File: config.mk
export PLATFORM = sky130hd
export DESIGN_NAME = if_prefetch_flat
export DESIGN_NICKNAME = d
export VERILOG_FILES = /design/src/rtl/if_prefetch_if.sv /design/src/rtl/if_prefetch.sv /design/src/flat_wrapper.sv
export SDC_FILE = /design/constraint.sdc
export NUM_CORES = 1
export LEC_CHECK = 0
export CAP_MARGIN = 40
export CORE_ASPECT_RATIO = 0.5
export CORE_MARGIN = 3
export CORE_UTILIZATION = 55
export DETAILED_ROUTE_END_ITERATION = 6
export PLACE_DENSITY = 0.8
export SLEW_MARGIN = 20
export SYNTH_ARGS = -nofsm -noshare
export SYNTH_HDL_FRONTEND = slang
export SYNTH_SLANG_ARGS = --single-unit
File: constraint.sdc
create_clock -name clk -period 6.68 [get_ports clk]
set_clock_uncertainty 0.15 [all_clocks]
set_input_delay 2.004 -clock clk [delete_from_list [all_inputs] [get_ports clk]]
set_output_delay 2.004 -clock clk [all_outputs]
set_load 0.03 [all_outputs]
File: src/rtl/if_prefetch_if.sv
// Fetch-side bus of the instruction prefetch queue: instruction-memory
// address/data, decode-side valid/ready head port and the redirect request.
// master = prefetch queue, slave = environment (IM + decode + branch unit).
interface if_prefetch_if;
    logic [15:0] pc;             // fetch address to instruction memory
    logic [31:0] instr;          // IM word for pc, same cycle
    logic        valid_o;        // queue head valid
    logic        ready_i;        // decode accepts the head
    logic [31:0] instr_o;        // head instruction word
    logic [15:0] pc_o;           // head fetch address
    logic        redirect_i;     // branch/jump redirect request
    logic [15:0] redirect_pc_i;  // redirect target

    modport master (
        output pc, valid_o, instr_o, pc_o,
        input  instr, ready_i, redirect_i, redirect_pc_i
    );

    modport slave (
        input  pc, valid_o, instr_o, pc_o,
        output instr, ready_i, redirect_i, redirect_pc_i
    );
endinterface

File: src/rtl/if_prefetch.sv
// Instruction prefetch queue: fetches sequentially from IM into a DEPTH-entry queue.
// Latency: IM word fetched in cycle N is at the head in cycle N+1; 1 instr/cycle.
// Backpressure: ready_i low holds the head; fetching stops when full, redirect flushes.
// Ports: clk, rst (sync, active-high), bus (if_prefetch_if.master); with
// IF_PREFETCH_STATS_EN defined an extra stall_cnt[15:0] output counts
// cycles with valid_o && !ready_i (saturating).
module if_prefetch #(
    parameter int          DEPTH    = 4,
    parameter logic [15:0] RESET_PC = 16'h0000
) (
    input  logic          clk,
    input  logic          rst,
    if_prefetch_if.master bus
`ifdef IF_PREFETCH_STATS_EN
    ,
    output logic [15:0]   stall_cnt
`endif
);

    localparam int              AW   = (DEPTH > 1) ? $clog2(DEPTH) : 1;
    localparam int              CW   = $clog2(DEPTH + 1);
    localparam logic [CW-1:0]   FULL = CW'(DEPTH);
    localparam logic [31:0]     NOP  = 32'h0000_0013;

    logic [31:0]   q_instr [DEPTH];
    logic [15:0]   q_pc    [DEPTH];
    logic [AW-1:0] wr_ptr;
    logic [AW-1:0] rd_ptr;
    logic [CW-1:0] count;
    logic [15:0]   fpc;

    logic          valid;
    logic          pop;
    logic          push;
    logic [15:0]   pc_now;

    // Low address bits of the redirect target are forced to word alignment.
    logic          unused_redirect_lsbs;
    assign unused_redirect_lsbs = ^bus.redirect_pc_i[1:0];

    // Outputs are masked by rst so the reset cycle itself already shows the
    // post-reset view (empty queue, RESET_PC), and no pop can occur in it.
    always_comb begin
        valid  = (count != '0) && !rst;
        pop    = valid && bus.ready_i && !bus.redirect_i;
        push   = !rst && !bus.redirect_i && ((count != FULL) || pop);
        pc_now = rst ? RESET_PC : fpc;

        bus.pc      = pc_now;
        bus.valid_o = valid;
        bus.instr_o = valid ? q_instr[rd_ptr] : NOP;
        bus.pc_o    = valid ? q_pc[rd_ptr]    : pc_now;
    end

    always_ff @(posedge clk) begin
        if (rst) begin
            fpc    <= RESET_PC;
            count  <= '0;
            wr_ptr <= '0;
            rd_ptr <= '0;
        end else if (bus.redirect_i) begin
            // Flush: the offered head is dropped, not retired.
            fpc    <= {bus.redirect_pc_i[15:2], 2'b00};
            count  <= '0;
            wr_ptr <= '0;
            rd_ptr <= '0;
        end else begin
            if (push) begin
                wr_ptr <= wr_ptr + 1'b1;
                fpc    <= fpc + 16'd4;
            end
            if (pop) begin
                rd_ptr <= rd_ptr + 1'b1;
            end
            case ({push, pop})
                2'b10:   count <= count + 1'b1;
                2'b01:   count <= count - 1'b1;
                default: count <= count;
            endcase
        end
    end

    // Queue storage needs no reset; entries are only read while counted valid.
    always_ff @(posedge clk) begin
        if (push) begin
            q_instr[wr_ptr] <= bus.instr;
            q_pc[wr_ptr]    <= fpc;
        end
    end

`ifdef IF_PREFETCH_STATS_EN
    always_ff @(posedge clk) begin
        if (rst) begin
            stall_cnt <= '0;
        end else if (valid && !bus.ready_i && (stall_cnt != 16'hFFFF)) begin
            stall_cnt <= stall_cnt + 16'd1;
        end
    end
`endif

endmodule

File: src/flat_wrapper.sv
// flat-port wrapper written by rule: the top's interface ports become plain ports
module if_prefetch_flat 
#(
    parameter int          DEPTH    = 4,
    parameter logic [15:0] RESET_PC = 16'h0000
)
  (clk, rst, bus_pc, bus_valid_o, bus_instr_o, bus_pc_o, bus_instr, bus_ready_i, bus_redirect_i, bus_redirect_pc_i);
  if_prefetch_if bus_i ();
  input  logic clk;
  input  logic rst;
  output wire logic [$bits(bus_i.pc)-1:0] bus_pc;
  output wire logic [$bits(bus_i.valid_o)-1:0] bus_valid_o;
  output wire logic [$bits(bus_i.instr_o)-1:0] bus_instr_o;
  output wire logic [$bits(bus_i.pc_o)-1:0] bus_pc_o;
  input wire logic [$bits(bus_i.instr)-1:0] bus_instr;
  input wire logic [$bits(bus_i.ready_i)-1:0] bus_ready_i;
  input wire logic [$bits(bus_i.redirect_i)-1:0] bus_redirect_i;
  input wire logic [$bits(bus_i.redirect_pc_i)-1:0] bus_redirect_pc_i;
  assign bus_pc = bus_i.pc;
  assign bus_valid_o = bus_i.valid_o;
  assign bus_instr_o = bus_i.instr_o;
  assign bus_pc_o = bus_i.pc_o;
  assign bus_i.instr = bus_instr;
  assign bus_i.ready_i = bus_ready_i;
  assign bus_i.redirect_i = bus_redirect_i;
  assign bus_i.redirect_pc_i = bus_redirect_pc_i;
  if_prefetch #(.DEPTH(DEPTH), .RESET_PC(RESET_PC)) u_core (.clk(clk), .rst(rst), .bus(bus_i));
endmodule
==> flow_summary.yaml <==
outcome:
  outcome: "complete, no violations"
timing:
  worst_pin_slew_ns: 0.7822
  fmax_mhz: 175.7
  hold_viol: 0
  whs_ns: 0.3409
  fin_setup_tns_ns: 0
  rsz0062_at_grt: "no"
  relSlewSlack: 0.4785
  period_share: 0.8518
  slew_viol_final: 0
  finalCriticalPeriod_ns: 5.690
  setup_viol: 0
  fin_ws_ns: 0.9898
global_route:
  antenna_found_initial: 0
  grt_remaining_overflow: 0
  grt_start_max_net_pins: 35
  grtUsageTotal: 0.1963
  grt_pass1_vias: 4803
  grt_pass1_wl_um: 26060
synthesis:
  synth_top_area_frac: 0.6496
  muxShareOfSynthArea: 0.1259
  synth_top_family_by_area: "multiplexers"
  ys.flop_type: "edfxtp_1"
  syn_avg_cell_area_um2: 17.15
  synth-edff-count: 184
  synth_compound_area_frac: 0.03222
  ys_ff_latch: 207
  yosys.area_share.simple: 0.08959
  yosys.area_share.adder: 0.009709
  synth_area_um2: 8506
  syn-instance-count: 496
  synth_cell_types: 48
  yosysMostFrequentCell: "edfxtp_1"
  synthArstFlopShare: 0
  synth_top_cell_by_area: "edfxtp_1"
  synthXorXnorAreaFrac: 0.01133
  ys_top_cells_by_count: "edfxtp_1, mux4_2, nand2_1"
  yosys_warnings: 0
  seq_area_frac_synth: 0.7037
  ys_top_cells_by_area: "edfxtp_1, mux4_2, dfxtp_1, and2_1, nand2_1"
placement:
  globalplace.congestion: 0.7321
  numPortBuffers: 110
  post-place-ws_ns: 0.9908
  hpwl_um: 10270
pwr:
  p_int_uw: 2168
  p_clk_frac: 0.373
  p_seq_frac: 0.529
  ir_drop_uv: 209.1
  p_sw_frac: 0.2215
  p_sw_uw: 616.8
  total_power_uw: 2785
  powerDensity_nw_per_um2: 267.5
  p_comb_frac: 0.097
  leakage_uw: 0.003388
clock_network:
  root_buffer: "clkbuf_16"
  post_cts_buffers: 0
  worstSkewPairLatency_ns: 0.47
  tritoncts: "built"
  clkSinkCount: 207
  cts_made_buffers: 19
  cts_resized: 0
  htree_levels: 1
  clock_path_buffers: 3
  cts.clk_slew.worst_paths_ns: 0.06
  ctsHoldBuffers: 0
setup_path:
  cp-end-kind: "output pin"
  critPathRequiredTime_ns: 4.53
  timing.setup.critical_path_class: "in2out"
  cp-start-kind: "input port"
  r2r_cells: 5
  path_max_fanout: 30
  arrival_ns: 3.54
finish:
  drive_above_1_share: 0.1648
  fillers: 955
  nets: 668
  num_antenna_cells: 0
  syn2layout_area_growth_pct: 22.40
drt:
  route.met2.wl_um: 8388
  wl_met1_um: 6948
  drt-pass1-iter-count: 5
  via_per_inst: 5.660
  met3_length_um: 819
  wire_per_inst_um: 20.16
  dr.max_layer_used: "met4"
  wirelength_um: 16470
  drt-initial-drc-count: 384
  via_count: 4624
  ant_nets: 0
  drc: 0
floorplanning:
  core_um2: 14780
  start_util: 0.5756
  rows: 31
  num_io_pins: 117
  fp.dieW_um: 181.9
  fp.dieH_um: 93.94
  die-area_um2: 17080
min_path:
  hold_class: "reg2reg"
  whs_path_depth: 2
job:
  maxCapViolCount: 0
state kept, by name, indices dropped and copies added (netlist names), named ones only:
signal and cells:
u_core.rd_ptr 2, u_core.q_pc 56, u_core.count 3, u_core.wr_ptr 2, u_core.fpc 14, u_core.q_instr 128
layout make-up:
| type | instances | area [um2] | area share |
|---|---|---|---|
| Clock buffer | 23 | 490.5 | 0.04711 |
| Clock inverter | 7 | 91.34 | 0.008773 |
| Inverter | 16 | 60.06 | 0.005769 |
| Multi-Input combinational cell | 243 | 2312 | 0.2221 |
| Sequential cell | 207 | 5991 | 0.5754 |
| Tap cell | 198 | 247.7 | 0.02380 |
| Timing Repair Buffer | 123 | 1219 | 0.1171 |
per-stage QoR:
step	instance area [um2]	utilization	instances
finish	10410	0.7045	817
global route	10410	0.7045	817
CTS	10400	0.7040	816
detailed placement	9822	0.6646	786
global placement	9782	0.6619	784
floorplan	8517	-	499
metal layers:
layer | vias to the layer above | track usage
li1 | 2114 | -
met1 | 2337 | 0.2688
met2 | 146 | 0.3383
met3 | 27 | 0.03287
met4 | 0 | 0.04307
met5 | - | 0
critical path, cell delays in order:
cell and delay (ns):
buf_2 0.21, nor2_2 0.14, buf_4 0.27, and2_1 0.19
clkdlybuf4s50_1 0.69
placed cells by master, fill, tap and decap left out, types with 2 or more instances in the layout:
| cell | count |
|---|---|
| nor2b_1 | 16 |
| mux2i_1 | 2 |
| nand4_1 | 3 |
| clkbuf_1 | 4 |
| o21ai_0 | 2 |
| clkdlybuf4s50_1 | 109 |
| o21a_1 | 7 |
| edfxtp_1 | 184 |
| inv_1 | 16 |
| or3_1 | 4 |
| nor3_1 | 5 |
| nor2_1 | 13 |
| nor4_4 | 2 |
| dfxtp_1 | 21 |
| buf_12 | 2 |
| ha_1 | 5 |
| buf_4 | 11 |
| o31a_1 | 2 |
| mux4_2 | 46 |
| bufinv_16 | 2 |
| and2_1 | 29 |
| nand2_1 | 36 |
| nand3_1 | 4 |
| xor2_1 | 6 |
| conb_1 | 5 |
| xnor2_1 | 5 |
| a21oi_1 | 26 |
| clkinv_1 | 2 |
| clkbuf_16 | 19 |
| and2_2 | 4 |
path summary, 6_finish.rpt:
kind	from	endpoint	slack (ns)
setup / recovery	rst	bus_instr_o[5]	0.99
hold / removal	u_core.wr_ptr[1]	u_core.wr_ptr[1]	0.34
setup reg to reg	u_core.count[0]	u_core.q_instr[2][24]	4.07
hold reg to reg	u_core.wr_ptr[1]	u_core.wr_ptr[1]	0.34
power groups by stage:
stage          clock, uW  sequential [uW]  combinational [uW]
2_1_floorplan          0             1490                 165
3_3_place_gp           0             1500                 260
3_5_place_dp           0             1500                 271
4_1_cts             1060             1470                 272
5_1_grt             1110             1480                 290
6_report            1040             1470                 271
cell families after synthesis:
family / after synthesis
AO/OA/AOI/OAI: 44
other: 2
multiplexers: 49
AND/OR/NAND/NOR: 128
XOR/XNOR: 11
flip-flops: 207
adder cells (fa/ha/maj): 6
buffers and inverters: 49
Note: power is estimated with default switching activity, not from simulation.
